`src/rtl/alarm_sequencer.sv`:
```
// alarm_sequencer: filters level comparator flags into a latched alarm code,
// latches sensor faults until acknowledged, and generates the blink/blank
// control for the alarm display decoder.
module alarm_sequencer #(
  parameter int unsigned PERSIST_TICKS = 8,
  parameter int unsigned BLINK_TICKS   = 250
) (
  input  logic       clk,
  input  logic       reset,
  input  logic       tick,
  input  logic       level_low,
  input  logic       level_high,
  input  logic       sensor_fault,
  input  logic       ack,
  output logic [2:0] alarm_code,
  output logic       blank,
  output logic       alarm_active,
  output logic       changed
);

  localparam int unsigned PW = $clog2(PERSIST_TICKS + 1);
  localparam int unsigned BW = $clog2(BLINK_TICKS + 1);
  localparam logic [PW-1:0] PERSIST_LAST = PW'(PERSIST_TICKS - 1);
  localparam logic [BW-1:0] BLINK_LAST   = BW'(BLINK_TICKS - 1);

  // State encoding is the decoder code itself, so alarm_code needs no decode.
  typedef enum logic [2:0] {
    S_OK   = 3'b000,
    S_LOW  = 3'b001,
    S_HIGH = 3'b010,
    S_ERR  = 3'b100
  } state_t;

  state_t          state_q, state_nxt;
  state_t          cand, prev_cand;
  logic [PW-1:0]   persist_cnt, persist_nxt;
  logic [BW-1:0]   blink_cnt, blink_nxt;
  logic            blank_nxt;

  assign alarm_code = state_q;

  // Registers: state, filter history, counters and all registered outputs.
  always_ff @(posedge clk or posedge reset) begin
    if (reset) begin
      state_q      <= S_OK;
      prev_cand    <= S_OK;
      persist_cnt  <= '0;
      blink_cnt    <= '0;
      blank        <= 1'b0;
      alarm_active <= 1'b0;
      changed      <= 1'b0;
    end else begin
      state_q      <= state_nxt;
      prev_cand    <= cand;
      persist_cnt  <= persist_nxt;
      blink_cnt    <= blink_nxt;
      blank        <= blank_nxt;
      alarm_active <= (state_nxt != S_OK);
      changed      <= (state_nxt != state_q);
    end
  end

  // Candidate decode, persistence filter / fault latch, and blink generation.
  always_comb begin
    cand        = S_OK;
    state_nxt   = state_q;
    persist_nxt = persist_cnt;
    blink_nxt   = blink_cnt;
    blank_nxt   = blank;

    if (sensor_fault || (level_low && level_high)) cand = S_ERR;
    else if (level_low)                            cand = S_LOW;
    else if (level_high)                           cand = S_HIGH;

    if (cand == S_ERR) begin
      // Fault wins over everything, including a coincident tick.
      state_nxt   = S_ERR;
      persist_nxt = '0;
    end else if (state_q == S_ERR) begin
      if (ack) state_nxt = S_OK;
      persist_nxt = '0;
    end else if ((cand == state_q) || (cand != prev_cand)) begin
      persist_nxt = '0;
    end else if (tick) begin
      if (persist_cnt == PERSIST_LAST) begin
        state_nxt   = cand;
        persist_nxt = '0;
      end else begin
        persist_nxt = persist_cnt + PW'(1);
      end
    end

    // Any state change (or sitting in OK) restarts the blink phase unblanked.
    if ((state_nxt != state_q) || (state_nxt == S_OK)) begin
      blank_nxt = 1'b0;
      blink_nxt = '0;
    end else if (tick) begin
      if (blink_cnt == BLINK_LAST) begin
        blank_nxt = ~blank;
        blink_nxt = '0;
      end else begin
        blink_nxt = blink_cnt + BW'(1);
      end
    end
  end

endmodule

```
`config.mk`:
```
export PLATFORM = sky130hd
export DESIGN_NAME = alarm_sequencer
export DESIGN_NICKNAME = d
export VERILOG_FILES = /design/src/rtl/alarm_sequencer.sv
export SDC_FILE = /design/constraint.sdc
export NUM_CORES = 1
export LEC_CHECK = 0
export ABC_AREA = 0
export BUFFER_PORTS_ARGS = -buffer_cell sky130_fd_sc_hd__buf_4
export CORE_ASPECT_RATIO = 0.5
export CORE_UTILIZATION = 30
export CTS_CLUSTER_DIAMETER = 60
export DETAILED_ROUTE_END_ITERATION = 6
export MAX_ROUTING_LAYER = met4
export PLACE_DENSITY = 0.53
export SETUP_SLACK_MARGIN = 0.1
export SLEW_MARGIN = 15
export SYNTH_ARGS = -nofsm -noshare
export SYNTH_HDL_FRONTEND = slang
export SYNTH_SLANG_ARGS = --single-unit
```
`constraint.sdc`:
```
create_clock -name clk -period 6 [get_ports clk]
set_input_delay 0.9 -clock clk [delete_from_list [all_inputs] [get_ports clk]]
set_output_delay 0.9 -clock clk [all_outputs]
set_load 0.02 [all_outputs]
```
Word level (Yosys, flattened, before mapping)
Index checks and enable logic that the tools add are counted.
W data, S select, Z words.
{ "classes": {"n_eq_ne": 7, "muxes": 20, "reduce_logical": 10, "bitwise_logic": 1, "addsub": 2} }
{ "op_table": {"columns": ["operator", "count"], "rows": [
  ["$mux W8", 3],
  ["$mux W3", 7],
  ["$mux W4", 5],
  ["$add A8 B1 Y8 const B", 1],
  ["$eq A8 B8 Y1 const B", 1],
  ["$eq A3 B3 Y1 const B", 2],
  ["$ne A3 B3 Y1", 2],
  ["$add A4 B1 Y4 const B", 1],
  ["$eq A4 B3 Y1 const B", 1],
  ["$mux W2", 2],
  ["$reduce_bool A2 Y1", 2],
  ["$reduce_bool A4 Y1", 1],
  ["$eq A3 B3 Y1", 1],
  ["$logic_not A3 Y1", 1],
  ["$logic_or A1 B1 Y1", 3],
  ["$mux W1", 3],
  ["$reduce_bool A3 Y1", 1],
  ["$reduce_and A2 Y1", 1],
  ["$logic_and A1 B1 Y1", 1],
  ["$not A1 Y1", 1]
]} }
{ "totals": {"register_bits": 21, "word_cells": 47} }

Logic depth before layout (Yosys ltp)
{ "logic_depth": {"word_depth": 12, "ltp_mapped": 8} }

Least setup slack after synthesis
Ideal clock, no wire load.
{ "synth_timing": {"path_type": "input port to flip-flop", "start": "in level_low", "end": "reg blink_cnt[6]", "cell_stages": 8, "arrival_time_ns": 2.809, "setup_slack_ns": 3.095, "path_buffers": 2, "t_required_ns": 5.904, "path_cell_list": "buf_2 > or4_1 > o22ai_1 > a41oi_2 > and4_1 > or4b_4 > buf_6 > a311oi_2"} }
{ "synth_between": {"elab_chain_cells": 11, "word_cells_on_any_way": 18} }
{ "synth_lines": {"columns": ["item", "line_no", "source"], "rows": [
  ["start: declaration", "11", "input logic level_low,"],
  ["$logic_and A1 B1 Y1", "71", "if (sensor_fault || (level_low && level_high)) cand = S_ERR;"],
  ["$logic_or A1 B1 Y1", "71", null],
  ["$mux W3 (*)", "71", null],
  ["$eq A3 B3 Y1 (tied with other cells)", "82", "end else if ((cand == state_q) || (cand != prev_cand)) begin"],
  ["$logic_or A1 B1 Y1 or $mux W3 (tied branches)", "82, 84", null],
  ["$mux W3", "82", null],
  ["$mux W3", "79", "end else if (state_q == S_ERR) begin"],
  ["$mux W3 (*)", "75", "if (cand == S_ERR) begin"],
  ["$ne A3 B3 Y1 or $logic_not A3 Y1 (tied branches)", "94", "if ((state_nxt != state_q) || (state_nxt == S_OK)) begin"],
  ["$logic_or A1 B1 Y1 (*)", "94", null],
  ["$mux W8 or $reduce_bool A2 Y1 (tied branches)", null, null],
  ["end signal: assignment", "56", "blink_cnt <= blink_nxt;"],
  ["end: declaration", "37", "logic [BW-1:0] blink_cnt, blink_nxt;"]
]} }
Every way passes the cells marked *; elsewhere a longest branch is shown, timed or not.
A chain may end at the register's enable or synchronous reset.

Final worst setup path
{ "layout_timing": {"start": "in level_high", "end": "reg blink_cnt[6]"} }
{ "layout_between": {"elab_chain_cells": 11, "word_cells_on_any_way": 19} }
{ "layout_lines": {"columns": ["item", "line_no", "source"], "rows": [
  ["start: declaration", "12", "input logic level_high,"],
  ["$mux W2 or $logic_and A1 B1 Y1 (tied branches)", "73, 71", null],
  ["$mux W2 or $logic_or A1 B1 Y1 (tied branches)", "72, 71", null],
  ["$mux W3 (*)", "71", null],
  ["$eq A3 B3 Y1 (tied with other cells)", "82", null],
  ["$logic_or A1 B1 Y1 or $mux W3 (tied branches)", "82, 84", null],
  ["$mux W3", "82", null],
  ["$mux W3", "79", null],
  ["$mux W3 (*)", "75", null],
  ["$ne A3 B3 Y1 or $logic_not A3 Y1 (tied branches)", "94", null],
  ["$logic_or A1 B1 Y1 (*)", "94", null],
  ["$mux W8 or $reduce_bool A2 Y1 (tied branches)", null, null]
]} }
Marks and branches as above.

==> results.toml <==
[min_path]
min-delay-path-class = "register to register"

[power]
leakage_nw = 0.6325
power_w = 0.0002912
vdd_ir_drop_max_uv = 74.87
p_per_area_nw_per_um2 = 198.6

[global_routing]
grt_pass1_wl_um = 4498
grt.overflow.total = 0
antenna_found_initial = 0
grt_util_all_layers = 0.1305
grt_pass1_vias = 946
grt_max_degree = 22

[logic_synthesis]
synthCells = 142
synth_top_cell_by_area = "dfrtp_1"
synth.cell_area_sq_um = 1295
yosysUniqueCellTypes = 45
netlist_top_cells_area = "dfrtp_1, nor2_1, a21oi_1, nand2_1, mux2i_1"
synth-edff-count = 0
ys_seq_area_frac = 0.4058
ys_seq_elements = 21
synthesis.nets = 152
ys.flop_type = "dfrtp_1"
yosys_warnings = 0
yosys.area.top_type_share = 0.4058
synthArstFlopShare = 1.000
syn_area_per_cell_sq_um = 9.120

[clock_network]
cts_tree = "yes"
cts_setup_buffers = 0
cts_resized = 0
cts_hold_buf = 0
cts-root-buf = "clkbuf_8"
clk_path_buf_depth = 2
path_clk_slew_ps = 80
clock-sinks = 21
numCtsBuffers = 3
clkLatencyLatePin_ps = 270
cts.htree.levels = 1

[route]
drc_errors = 0
post_drt_wl_per_cell_um = 12.80
drt_iter0_drc = 35
vias = 1080
wl_um = 2650
vias_per_cell = 5.217
final_antenna_net_count = 0
dr.pass1.iters = 4

[flow_run]
maxCapViolations = 0

[finish]
fillers = 431
seqCellArea_sq_um = 525.5
diodes = 0
layout-drive-gt1-share = 0.1765
utilization = 0.3644
area_growth_pct = 13.24
nets = 164
multi_input_area_sq_um = 708.2

[die]
core_area_sq_um = 4024
initial_core_util = 0.3218
dieWidth_um = 94.92
top_level_ports = 13
die_area_sq_um = 4600
row_count = 16
die_h_um = 48.46

[sta]
setup_slack_ps = 3238
max_freq_mhz = 362.0
drv_slew = 0
slew_headroom = 0.4358
hold_ws_ps = 546.6
setup_violations = 0
rsz0062_at_grt = "no"
fin_setup_tns_ps = 0
period_share = 0.4604
fin_crit_ps = 2762
hold_viol = 0
worst_pin_slew_ps = 845.4
fin_skew_ps = 5.138

[place]
dp_slack_ps = 2951
place_congestion = 0.8862
port_buffers = 12
dp_hpwl_um = 1859

[setup_path]
max_stage_delay_ps = 620
worstSetupPathType = "input port to register"
critPathTopFamily = "simple AND/OR/NAND/NOR gates"
crit_chain = "buf_4 > or4_1 > o22ai_1 > a41oi_2 > and4_1 > or4b_4 > a311oi_2"
cp_num_buf_inv = 1
worst_path_max_delay_cell = "or4b_4"
crit_arrival_ps = 2940
crit_path_end_kind = "register"
crit_fanout = 10
cp.required_ps = 6180
critPathLaunchType = "input port"

[status]
outcome = "completed"
-- worst paths after layout --
path	from	end	slack, ps	cells after the start
max	level_high	blink_cnt[6]$_DFFE_PP0P_	3240	7
min	blink_cnt[6]$_DFFE_PP0P_	blink_cnt[6]$_DFFE_PP0P_	550	1
max reg2reg	alarm_code[2]$_DFF_PP0_	blink_cnt[6]$_DFFE_PP0P_	3490	6
min reg2reg	blink_cnt[6]$_DFFE_PP0P_	blink_cnt[6]$_DFFE_PP0P_	550	1
max in group asynchronous	reset	blink_cnt[5]$_DFFE_PP0P_	4680	2
min in group asynchronous	reset	blank$_DFFE_PP0P_	800	2
-- final cells by class --
cell class / count / area share
Clock buffer: 3 / 0.02816
Clock inverter: 1 / 0.005119
Inverter: 7 / 0.01792
Multi-Input combinational cell: 109 / 0.4829
Sequential cell: 21 / 0.3584
Tap cell: 54 / 0.04607
Timing Repair Buffer: 12 / 0.06143
-- placed cells by master, fill, tap and decap left out, types with 2 or more instances in the layout --
| cell | n |
|---|---|
| nor2_1 | 21 |
| nor4b_1 | 2 |
| a31oi_1 | 2 |
| dfrtp_1 | 21 |
| and4_1 | 2 |
| clkbuf_8 | 3 |
| nand3_1 | 6 |
| inv_1 | 7 |
| nor2b_1 | 2 |
| nor3_1 | 5 |
| nor3b_1 | 2 |
| mux2i_1 | 4 |
| ha_1 | 3 |
| mux2_2 | 2 |
| buf_4 | 12 |
| nand2_1 | 12 |
| or3b_2 | 2 |
| nand4_1 | 2 |
| a21oi_1 | 10 |
| a311oi_2 | 2 |
| or4_1 | 2 |
| o21ai_0 | 6 |
-- synthesized netlist by cell type, drive strengths merged (2+ instances only) --
cell,n
dfrtp,21
nor2,21
nand2,12
a21oi,10
inv,7
nand3,6
nor3,6
o21ai,6
mux2i,4
a311oi,3
buf,3
ha,3
or3b,3
a31oi,2
a41oi,2
and4,2
clkbuf,2
mux2,2
nand4,2
nor2b,2
nor3b,2
nor4b,2
or4,2
-- cells by family after synthesis --
group,share of synthesized area
simple gates,0.2879
compound gates,0.1749
flops,0.4058
buf+inv,0.04734
mux,0.04831
fa+ha+maj,0.02899
xor+xnor,0.006765
-- state kept, by name, summed over array words and instances (netlist names) --
signal / flops
persist_cnt: 4
alarm_active: 1
prev_cand: 3
changed: 1
blink_cnt: 8
alarm_code: 3
blank: 1
-- through the flow --
| step | cells | area, sq um |
|---|---|---|
| 3_5_place_dp | 203 | 1418 |
| 4_1_cts | 207 | 1466 |
| 2_1_floorplan | 142 | 1295 |
| 6_report | 207 | 1466 |
| 5_1_grt | 207 | 1466 |
| 3_3_place_gp | 203 | 1418 |
-- power breakdown --
group,switching (W),internal (W)
clock network,0.0000519,0.0000470
logic,0.0000239,0.0000167
registers,0.00000538,0.000146
total,0.0000811,0.000210
-- per-layer routing --
layer  share of wire  vias to the layer above  GRT usage
met5               0                        -          -
met4          0.0075                        0    0.03788
met3           0.043                        2    0.03774
li1                -                      546          -
met2            0.42                       23     0.1882
met1            0.52                      509     0.1772
No activity file was read; power rests on OpenSTA's default activity.
